--- src/rtl/mem_arbiter_if.sv ---
// Requester-side and memory-side signal bundle for mem_arbiter.
// slave = the arbiter; master = requesters plus memory/bus environment.
interface mem_arbiter_if #(
  parameter int NUM_REQ = 4,
  parameter int DW      = 16,
  parameter int AW      = 8
);
  logic [NUM_REQ-1:0]    req;
  logic [NUM_REQ-1:0]    req_we;
  logic [NUM_REQ*AW-1:0] req_addr;
  logic [NUM_REQ*DW-1:0] req_wdata;
  logic [NUM_REQ-1:0]    gnt;
  logic [NUM_REQ-1:0]    ack;
  logic [DW-1:0]         rdata;
  logic                  busy;
  logic                  mem_re;
  logic                  mem_we;
  logic                  mem_drive;
  logic [AW-1:0]         mem_addr;
  logic [DW-1:0]         mem_wdata;
  logic [DW-1:0]         mem_rdata;

  modport slave (
    input  req, req_we, req_addr, req_wdata, mem_rdata,
    output gnt, ack, rdata, busy, mem_re, mem_we, mem_drive, mem_addr, mem_wdata
  );

  modport master (
    output req, req_we, req_addr, req_wdata, mem_rdata,
    input  gnt, ack, rdata, busy, mem_re, mem_we, mem_drive, mem_addr, mem_wdata
  );
endinterface

--- src/rtl/mem_arbiter.sv ---
// Round-robin arbiter/sequencer sharing one single-port memory among NUM_REQ requesters.
// All outputs decode from registered state/sel/op; nothing follows req combinationally.
module mem_arbiter #(
  parameter int NUM_REQ = 4,
  parameter int DW      = 16,
  parameter int AW      = 8
) (
  input logic          clock,
  input logic          preset_L,
  mem_arbiter_if.slave bus
);
  localparam int          PW = (NUM_REQ > 1) ? $clog2(NUM_REQ) : 1;
  localparam int unsigned NR = NUM_REQ;

  typedef enum logic [1:0] {IDLE, ACCESS, RESP} state_t;
  state_t state, state_nx;

  logic [PW-1:0]      ptr, ptr_nx, sel, winner;
  logic               op, found;
  int unsigned        idx;
  logic [AW-1:0]      addr_q;
  logic [DW-1:0]      wdata_q, rdata_q;
  logic [AW-1:0]      addr_a  [NUM_REQ];
  logic [DW-1:0]      wdata_a [NUM_REQ];
  logic [NUM_REQ-1:0] gnt, ack;
  logic               mem_re, mem_we, mem_drive;

  for (genvar g = 0; g < NUM_REQ; g++) begin : g_unpack
    assign addr_a[g]  = bus.req_addr[g*AW +: AW];
    assign wdata_a[g] = bus.req_wdata[g*DW +: DW];
  end

  // Search ptr, ptr+1, ... wrapping; first requester found wins.
  always_comb begin
    found  = 1'b0;
    winner = ptr;
    idx    = 0;
    for (int unsigned k = 0; k < NR; k++) begin
      idx = 32'(ptr) + k;
      if (idx >= NR) idx = idx - NR;
      if (!found && bus.req[PW'(idx)]) begin
        found  = 1'b1;
        winner = PW'(idx);
      end
    end
    ptr_nx = (winner == PW'(NR - 1)) ? '0 : winner + PW'(1);
  end

  always_ff @(posedge clock or negedge preset_L) begin
    if (!preset_L) state <= IDLE;
    else           state <= state_nx;
  end

  always_comb begin
    state_nx = state;
    case (state)
      IDLE:    if (found) state_nx = ACCESS;
      ACCESS:  state_nx = RESP;
      RESP:    state_nx = IDLE;
      default: state_nx = IDLE;
    endcase
  end

  always_ff @(posedge clock or negedge preset_L) begin
    if (!preset_L) begin
      ptr     <= '0;
      sel     <= '0;
      op      <= 1'b0;
      addr_q  <= '0;
      wdata_q <= '0;
      rdata_q <= '0;
    end else begin
      if (state == IDLE && found) begin
        sel     <= winner;
        op      <= bus.req_we[winner];
        addr_q  <= addr_a[winner];
        wdata_q <= wdata_a[winner];
        ptr     <= ptr_nx;
      end
      if (state == ACCESS && !op) rdata_q <= bus.mem_rdata;
    end
  end

  always_comb begin
    gnt       = '0;
    ack       = '0;
    mem_re    = 1'b0;
    mem_we    = 1'b0;
    mem_drive = 1'b0;
    case (state)
      ACCESS: begin
        gnt[sel]  = 1'b1;
        mem_re    = !op;
        mem_we    = op;
        mem_drive = op;
      end
      RESP: begin
        gnt[sel] = 1'b1;
        ack[sel] = 1'b1;
      end
      default: ;
    endcase
  end

  assign bus.gnt       = gnt;
  assign bus.ack       = ack;
  assign bus.rdata     = rdata_q;
  assign bus.busy      = (state != IDLE);
  assign bus.mem_re    = mem_re;
  assign bus.mem_we    = mem_we;
  assign bus.mem_drive = mem_drive;
  assign bus.mem_addr  = addr_q;
  assign bus.mem_wdata = wdata_q;
endmodule

--- src/flat_wrapper.sv ---
// flat-port wrapper written by rule: the top's interface ports become plain ports
module mem_arbiter_flat 
#(
  parameter int NUM_REQ = 4,
  parameter int DW      = 16,
  parameter int AW      = 8
)
  (clock, preset_L, bus_req, bus_req_we, bus_req_addr, bus_req_wdata, bus_mem_rdata, bus_gnt, bus_ack, bus_rdata, bus_busy, bus_mem_re, bus_mem_we, bus_mem_drive, bus_mem_addr, bus_mem_wdata);
  mem_arbiter_if #(.NUM_REQ(NUM_REQ), .DW(DW), .AW(AW)) bus_i ();
  input logic clock;
  input logic preset_L;
  input wire logic [$bits(bus_i.req)-1:0] bus_req;
  input wire logic [$bits(bus_i.req_we)-1:0] bus_req_we;
  input wire logic [$bits(bus_i.req_addr)-1:0] bus_req_addr;
  input wire logic [$bits(bus_i.req_wdata)-1:0] bus_req_wdata;
  input wire logic [$bits(bus_i.mem_rdata)-1:0] bus_mem_rdata;
  output wire logic [$bits(bus_i.gnt)-1:0] bus_gnt;
  output wire logic [$bits(bus_i.ack)-1:0] bus_ack;
  output wire logic [$bits(bus_i.rdata)-1:0] bus_rdata;
  output wire logic [$bits(bus_i.busy)-1:0] bus_busy;
  output wire logic [$bits(bus_i.mem_re)-1:0] bus_mem_re;
  output wire logic [$bits(bus_i.mem_we)-1:0] bus_mem_we;
  output wire logic [$bits(bus_i.mem_drive)-1:0] bus_mem_drive;
  output wire logic [$bits(bus_i.mem_addr)-1:0] bus_mem_addr;
  output wire logic [$bits(bus_i.mem_wdata)-1:0] bus_mem_wdata;
  assign bus_i.req = bus_req;
  assign bus_i.req_we = bus_req_we;
  assign bus_i.req_addr = bus_req_addr;
  assign bus_i.req_wdata = bus_req_wdata;
  assign bus_i.mem_rdata = bus_mem_rdata;
  assign bus_gnt = bus_i.gnt;
  assign bus_ack = bus_i.ack;
  assign bus_rdata = bus_i.rdata;
  assign bus_busy = bus_i.busy;
  assign bus_mem_re = bus_i.mem_re;
  assign bus_mem_we = bus_i.mem_we;
  assign bus_mem_drive = bus_i.mem_drive;
  assign bus_mem_addr = bus_i.mem_addr;
  assign bus_mem_wdata = bus_i.mem_wdata;
  mem_arbiter #(.NUM_REQ(NUM_REQ), .DW(DW), .AW(AW)) u_core (.clock(clock), .preset_L(preset_L), .bus(bus_i));
endmodule
--- config.mk ---
export PLATFORM = sky130hd
export DESIGN_NAME = mem_arbiter_flat
export DESIGN_NICKNAME = d
export VERILOG_FILES = /design/src/rtl/mem_arbiter_if.sv /design/src/rtl/mem_arbiter.sv /design/src/flat_wrapper.sv
export SDC_FILE = /design/constraint.sdc
export NUM_CORES = 1
export LEC_CHECK = 0
export ABC_AREA = 1
export CAP_MARGIN = 20
export CELL_PAD_IN_SITES_DETAIL_PLACEMENT = 0
export CELL_PAD_IN_SITES_GLOBAL_PLACEMENT = 1
export CORE_UTILIZATION = 24
export CTS_CLUSTER_SIZE = 20
export DETAILED_ROUTE_END_ITERATION = 10
export PLACE_DENSITY_LB_ADDON = 0.1
export SYNTH_ARGS = -nofsm -noshare
export SYNTH_HDL_FRONTEND = slang
export SYNTH_SLANG_ARGS = --single-unit
--- constraint.sdc ---
create_clock -name clock -period 2.5 [get_ports clock]
set_clock_uncertainty 0.1 [all_clocks]
set_input_delay 0.5 -clock clock [delete_from_list [all_inputs] [get_ports clock]]
set_output_delay 0.5 -clock clock [all_outputs]
set_load 0.005 [all_outputs]
# Word-level counts from Yosys, hierarchy flattened
# Index checks and enable logic that the tools add are counted.
# totals
reg_bits	47
latch_bits	0
ram_bits	0
mem_bits_ro	0
inputBits	122
wordCells	82
mem_count	0
# op_classes
add_sub_neg	8
n_mul	0
div	0
magnitude_cmp	12
n_eq_ne	4
shifts	0
n_mux	37
bitwise_logic	1
n_reduce_logical	13
# op_table
operator	count
$bmux W16 S2	1
$mux W16	2
$mux W2	10
$lt A2 B3 Y1 const B	6
$bmux W8 S2	1
$mux W8	2
$ge A3 B3 Y1 const B	4
$mux W1	12
$bmux W1 S2	5
$mux W4	2
$sub A2 B1 Y2 const B	4
$add A2 B2 Y3 const B	2
$logic_and A1 B1 Y1	6
$eq A2 B2 Y1 const B	2
$logic_not A1 Y1	4
$pmux W2 S2	1
$add A2 B1 Y3 const B	1
$ge A2 B3 Y1 const B	1
$not A2 Y3	1
$add A2 B1 Y2 const B	1
$demux W1 S2	1
$eq A2 B1 Y1 const B	1
$ge A2 B1 Y1 const B	1
$logic_not A2 Y1	1
other kinds (3)	3

# Logic depth before layout (Yosys ltp)
# depth
ltp_word	18
mapped_depth	18

# Least setup slack after synthesis
# No wires, ideal clock.
# synth_timing
path_kind	flip-flop to output port
start	register u_core.state[1]
end	output bus_mem_re
t_arrival_ps	1285
required_ps	1900
setup_slack_ps	615
stages_incl_launch_ff	6
path_buffers	1
cell_sequence	dfrtp_1 inv_1 ha_1 inv_1 nor2_1 clkbuf_1
# synth_between
elab_chain_len	2
# synth_lines
element	line	text
start: declaration	mem_arbiter.sv:16	state_t state, state_nx;
start signal: assignment	mem_arbiter.sv:51	else state <= state_nx;
$eq A2 B1 Y1	mem_arbiter.sv:90	case (state)
$mux W1	mem_arbiter.sv:90	
end: declaration	flat_wrapper.sv:21	output wire logic [$bits(bus_i.mem_re)-1:0] bus_mem_re;
# Every way passes these cells.

# Final worst setup path
# layout_timing
start	register u_core.state[1]
end	output bus_gnt[3]
# layout_between
elab_chain_len	3
# layout_lines
element	line	text
$eq A2 B2 Y1 or $eq A2 B1 Y1 (tied branches)	mem_arbiter.sv:90	
$reduce_or A2 Y1 (no line) (*)	--	
$mux W4 (*)	--	
end: declaration	flat_wrapper.sv:17	output wire logic [$bits(bus_i.gnt)-1:0] bus_gnt;
# Every way passes the cells marked *; elsewhere a longest branch is shown, timed or not.

==> flow_summary.yaml <==
timing:
  timing.final.crit_period_ns: 2.40
  setup_violation_total_in_the_final_timing_report: 0
  grt_setup_unrepaired: "false"
  final-hold-violation-count: 0
  timing_max_transition_violations_final: 0
  worst_pin_slew_ns: 0.603
  timing.fmax_ghz: 0.416
  final.setup.tns_ns: 0
  final_min_period_over_clock_period_pct: 96.2
  post-route-worst-setup-slack_ns: 0.0956
  relSlewSlack_pct: 59.8
setup_path:
  critPathRequiredTime_ns: 1.90
  crit_fanout: 5
  setup.worst_path.class: "reg -> out"
  timing.critical_path.to_type: "primary output"
  worst_ep_arrival_time_ns: 1.80
  start_kind: "flop"
  launch_instance_of_the_worst_register_to_register_path: "u_core.ptr[0]"
  reg2reg_depth: 14
  worst_r2r_endpoint: "u_core.bus.mem_wdata[2]"
  regToRegSetupSlack_ns: 0.22
detailed_routing:
  drt-initial-drc-count: 206
  top_signal_layer_used: "met4"
  met3_wirelength_um: 968
  routed_via_density: 4.31
  postRouteWirelength_um: 11700
  route.detailed.drc: 0
  drt_wl_cell_um: 13.1
  drt_first_pass_iters: 4
  routed_vias: 3835
  met2_wirelength_um: 5500
  routedLengthMet1_um: 5120
  postRouteAntennaNets: 0
die:
  floorplan.die.height_um: 120
  core_area_mm2: 0.0134
  row_count: 42
  die_width_um: 120
  num_io_pins: 174
  initial_core_utilization_pct: 25.0
  design.die.area_mm2: 0.0144
synth:
  synthesis.instances: 542
  simple_gate_share_of_the_synthesized_area_pct: 53.9
  synthArstFlopShare_pct: 100
  synth.top_cells.by_count: "347 x sky130_fd_sc_hd__nand2_1, 60 x sky130_fd_sc_hd__nand3_1, 47 x sky130_fd_sc_hd__dfrtp_1, 17 x sky130_fd_sc_hd__inv_1, 11 x sky130_fd_sc_hd__buf_2"
  mappedNetlistArea_mm2: 0.00335
  synth_top_family_by_area: "simple AND/OR/NAND/NOR gates"
  synthMostInstantiatedCell: "sky130_fd_sc_hd__nand2_1"
  yosysUniqueCellTypes: 20
  synth-compound-area-share_pct: 1.05
  synthMuxAreaShare_pct: 0
  yosys_warnings: 0
  synth_fp_nets: 669
  yosysTopAreaCellShare_pct: 38.9
  dominant_synthesized_flop_cell: "sky130_fd_sc_hd__dfrtp_1"
  ys_top_cells_by_area: "sky130_fd_sc_hd__nand2_1 39%, sky130_fd_sc_hd__dfrtp_1 35%, sky130_fd_sc_hd__nand3_1 9.0%"
  post_synth_xor_area_fraction_pct: 0
  synth_enable_flop_cells: 0
  synthesized_area_fraction_occupied_by_adder_cells_pct: 1.87
  syn_avg_cell_area_um2: 6.18
  synth_sequential_area_ratio_pct: 35.1
  ys_ff_latch: 47
  synth_top_cell_by_area: "sky130_fd_sc_hd__nand2_1"
clock_network:
  cts_root_buf: "sky130_fd_sc_hd__clkbuf_16"
  clkLatencyLatePin_ns: 0.30
  clk_transition_reported_paths_ns: 0.07
  htree_levels: 2
  postCtsHoldBufs: 0
  tritoncts_clock_tree: "done"
  numClockSinks: 47
  cts-buffers-inserted: 5
  clock_path_buffers: 2
flow_run:
  cap_viol_max_count: 0
final_layout:
  syn_to_final_growth_pct: 65.1
  final_core_occ_pct: 41.3
  diodes: 0
  nFillCells: 1472
  nNetsFinal: 840
  drive_above_1_share_pct: 7.28
status:
  outcome: "finished, final reports clean"
placed_design:
  preCtsSetupSlack_ns: -0.0701
  globalplace.congestion: 0.817
  detailed_place_hpwl_um: 9100
  place.port_buffers: 173
grt:
  globalRouteOverflowTotal: 0
  antenna_violations_before_repair: 0
  grt_max_degree: 33
  grt_pass1_vias: 3723
  grt_pass1_wl_um: 18700
  gr-usage-all-layers_pct: 16.6
power_and_ir_drop:
  powerDensity_mw_per_mm2: 1430
  power_leakage_nw: 2.85
  peakVddDrop_mv: 0.543
hold_path:
  worstHoldPathType: "in -> async"
-- logic make-up (layout without fill, tap and decap cells) --
| group | Yosys count | in the layout |
|---|---|---|
| flip-flops | 47 | 47 |
| buffers and inverters | 49 | 221 |
| adder cells (fa/ha/maj) | 5 | 5 |
| AND/OR/NAND/NOR | 435 | 435 |
| AO/OA/AOI/OAI | 6 | 6 |
-- repair_timing --
action,CTS,global route
setup buffers,0,1
setup endpoints to repair,0,4
resized for setup,0,4
-- cell type report --
class,instances,area (um^2),share of cell area (%)
Tap cell,176,220,3.98
Sequential cell,47,1180,21.3
Timing Repair Buffer,194,1970,35.7
Multi-Input combinational cell,446,1910,34.6
Clock buffer,5,125,2.26
Clock inverter,3,47.5,0.860
Inverter,19,71.3,1.29
-- metrics by stage --
stage | instance area [um^2] | hold slack [ns] | total power, mW | std cells
after floorplan | 3350 | 0.104 | 5.02 | 542
after global placement | 5340 | 0.352 | 7.13 | 881
after detailed placement | 5340 | 0.358 | 7.14 | 881
after CTS | 5510 | 0.131 | 8.00 | 889
after global routing | 5530 | 0.146 | 8.83 | 890
final | 5530 | 0.105 | 7.89 | 890
-- worst max path at each step --
stage                         start  slack [ns]                 endpoint
floorplan           u_core.state[1]        0.61               bus_mem_re
global placement         bus_req[2]       -0.05  u_core.bus.mem_wdata[8]
detailed placement       bus_req[2]       -0.07  u_core.bus.mem_wdata[2]
CTS                 u_core.state[1]        0.03               bus_gnt[1]
global route          u_core.ptr[0]       0.008  u_core.bus.mem_wdata[3]
finish              u_core.state[1]         0.1               bus_gnt[3]
-- per-layer routing --
metal  up-vias  track usage (%)
met5         -                0
met4         0             3.52
met3         6             5.18
met2       121             28.2
met1      1699             20.5
li1       2009                -
-- registers in the layout (all words and copies together), names as in the netlist --
| register | flops |
|---|---|
| u_core.state | 2 |
| u_core.bus.rdata | 16 |
| u_core.sel | 2 |
| u_core.bus.mem_wdata | 16 |
| u_core.op | 1 |
| u_core.bus.mem_addr | 8 |
| u_core.ptr | 2 |
-- critical path, cell delays in order, from the launching register on --
cell	delay, ns
sky130_fd_sc_hd__dfrtp_1	0.38
sky130_fd_sc_hd__inv_2	0.07
sky130_fd_sc_hd__ha_1	0.27
sky130_fd_sc_hd__inv_1	0.07
sky130_fd_sc_hd__nor3_1	0.19
sky130_fd_sc_hd__clkdlybuf4s50_1	0.53
-- cell usage in the layout (no fill, tap or decap) --
cell type,instances
sky130_fd_sc_hd__buf_12,7
sky130_fd_sc_hd__buf_2,1
sky130_fd_sc_hd__buf_4,14
sky130_fd_sc_hd__bufinv_16,1
sky130_fd_sc_hd__clkbuf_16,5
sky130_fd_sc_hd__clkdlybuf4s50_1,171
sky130_fd_sc_hd__clkinv_4,1
sky130_fd_sc_hd__dfrtp_1,47
sky130_fd_sc_hd__dlymetal6s2s_1,1
sky130_fd_sc_hd__ha_1,5
sky130_fd_sc_hd__inv_1,16
sky130_fd_sc_hd__inv_2,3
sky130_fd_sc_hd__inv_6,1
sky130_fd_sc_hd__nand2_1,347
sky130_fd_sc_hd__nand2_2,10
sky130_fd_sc_hd__nand2_4,2
sky130_fd_sc_hd__nand3_1,60
sky130_fd_sc_hd__nand3_2,1
sky130_fd_sc_hd__nand4_4,2
sky130_fd_sc_hd__nor2_1,2
sky130_fd_sc_hd__nor2_2,2
sky130_fd_sc_hd__nor2_4,1
sky130_fd_sc_hd__nor3_1,7
sky130_fd_sc_hd__nor3_2,1
sky130_fd_sc_hd__o211ai_1,1
sky130_fd_sc_hd__o21a_1,1
sky130_fd_sc_hd__o21ai_0,4
-- where the power goes --
part | switching [mW] | total [mW] | leakage (nW) | internal (mW)
Combinational | 3.22 | 5.70 | 2.18 | 2.48
Clock | 0.325 | 0.802 | 0.0844 | 0.478
Sequential | 0.233 | 1.39 | 0.585 | 1.16
Total | 3.78 | 7.89 | 2.85 | 4.11
Power figures use the tool's default switching activity.
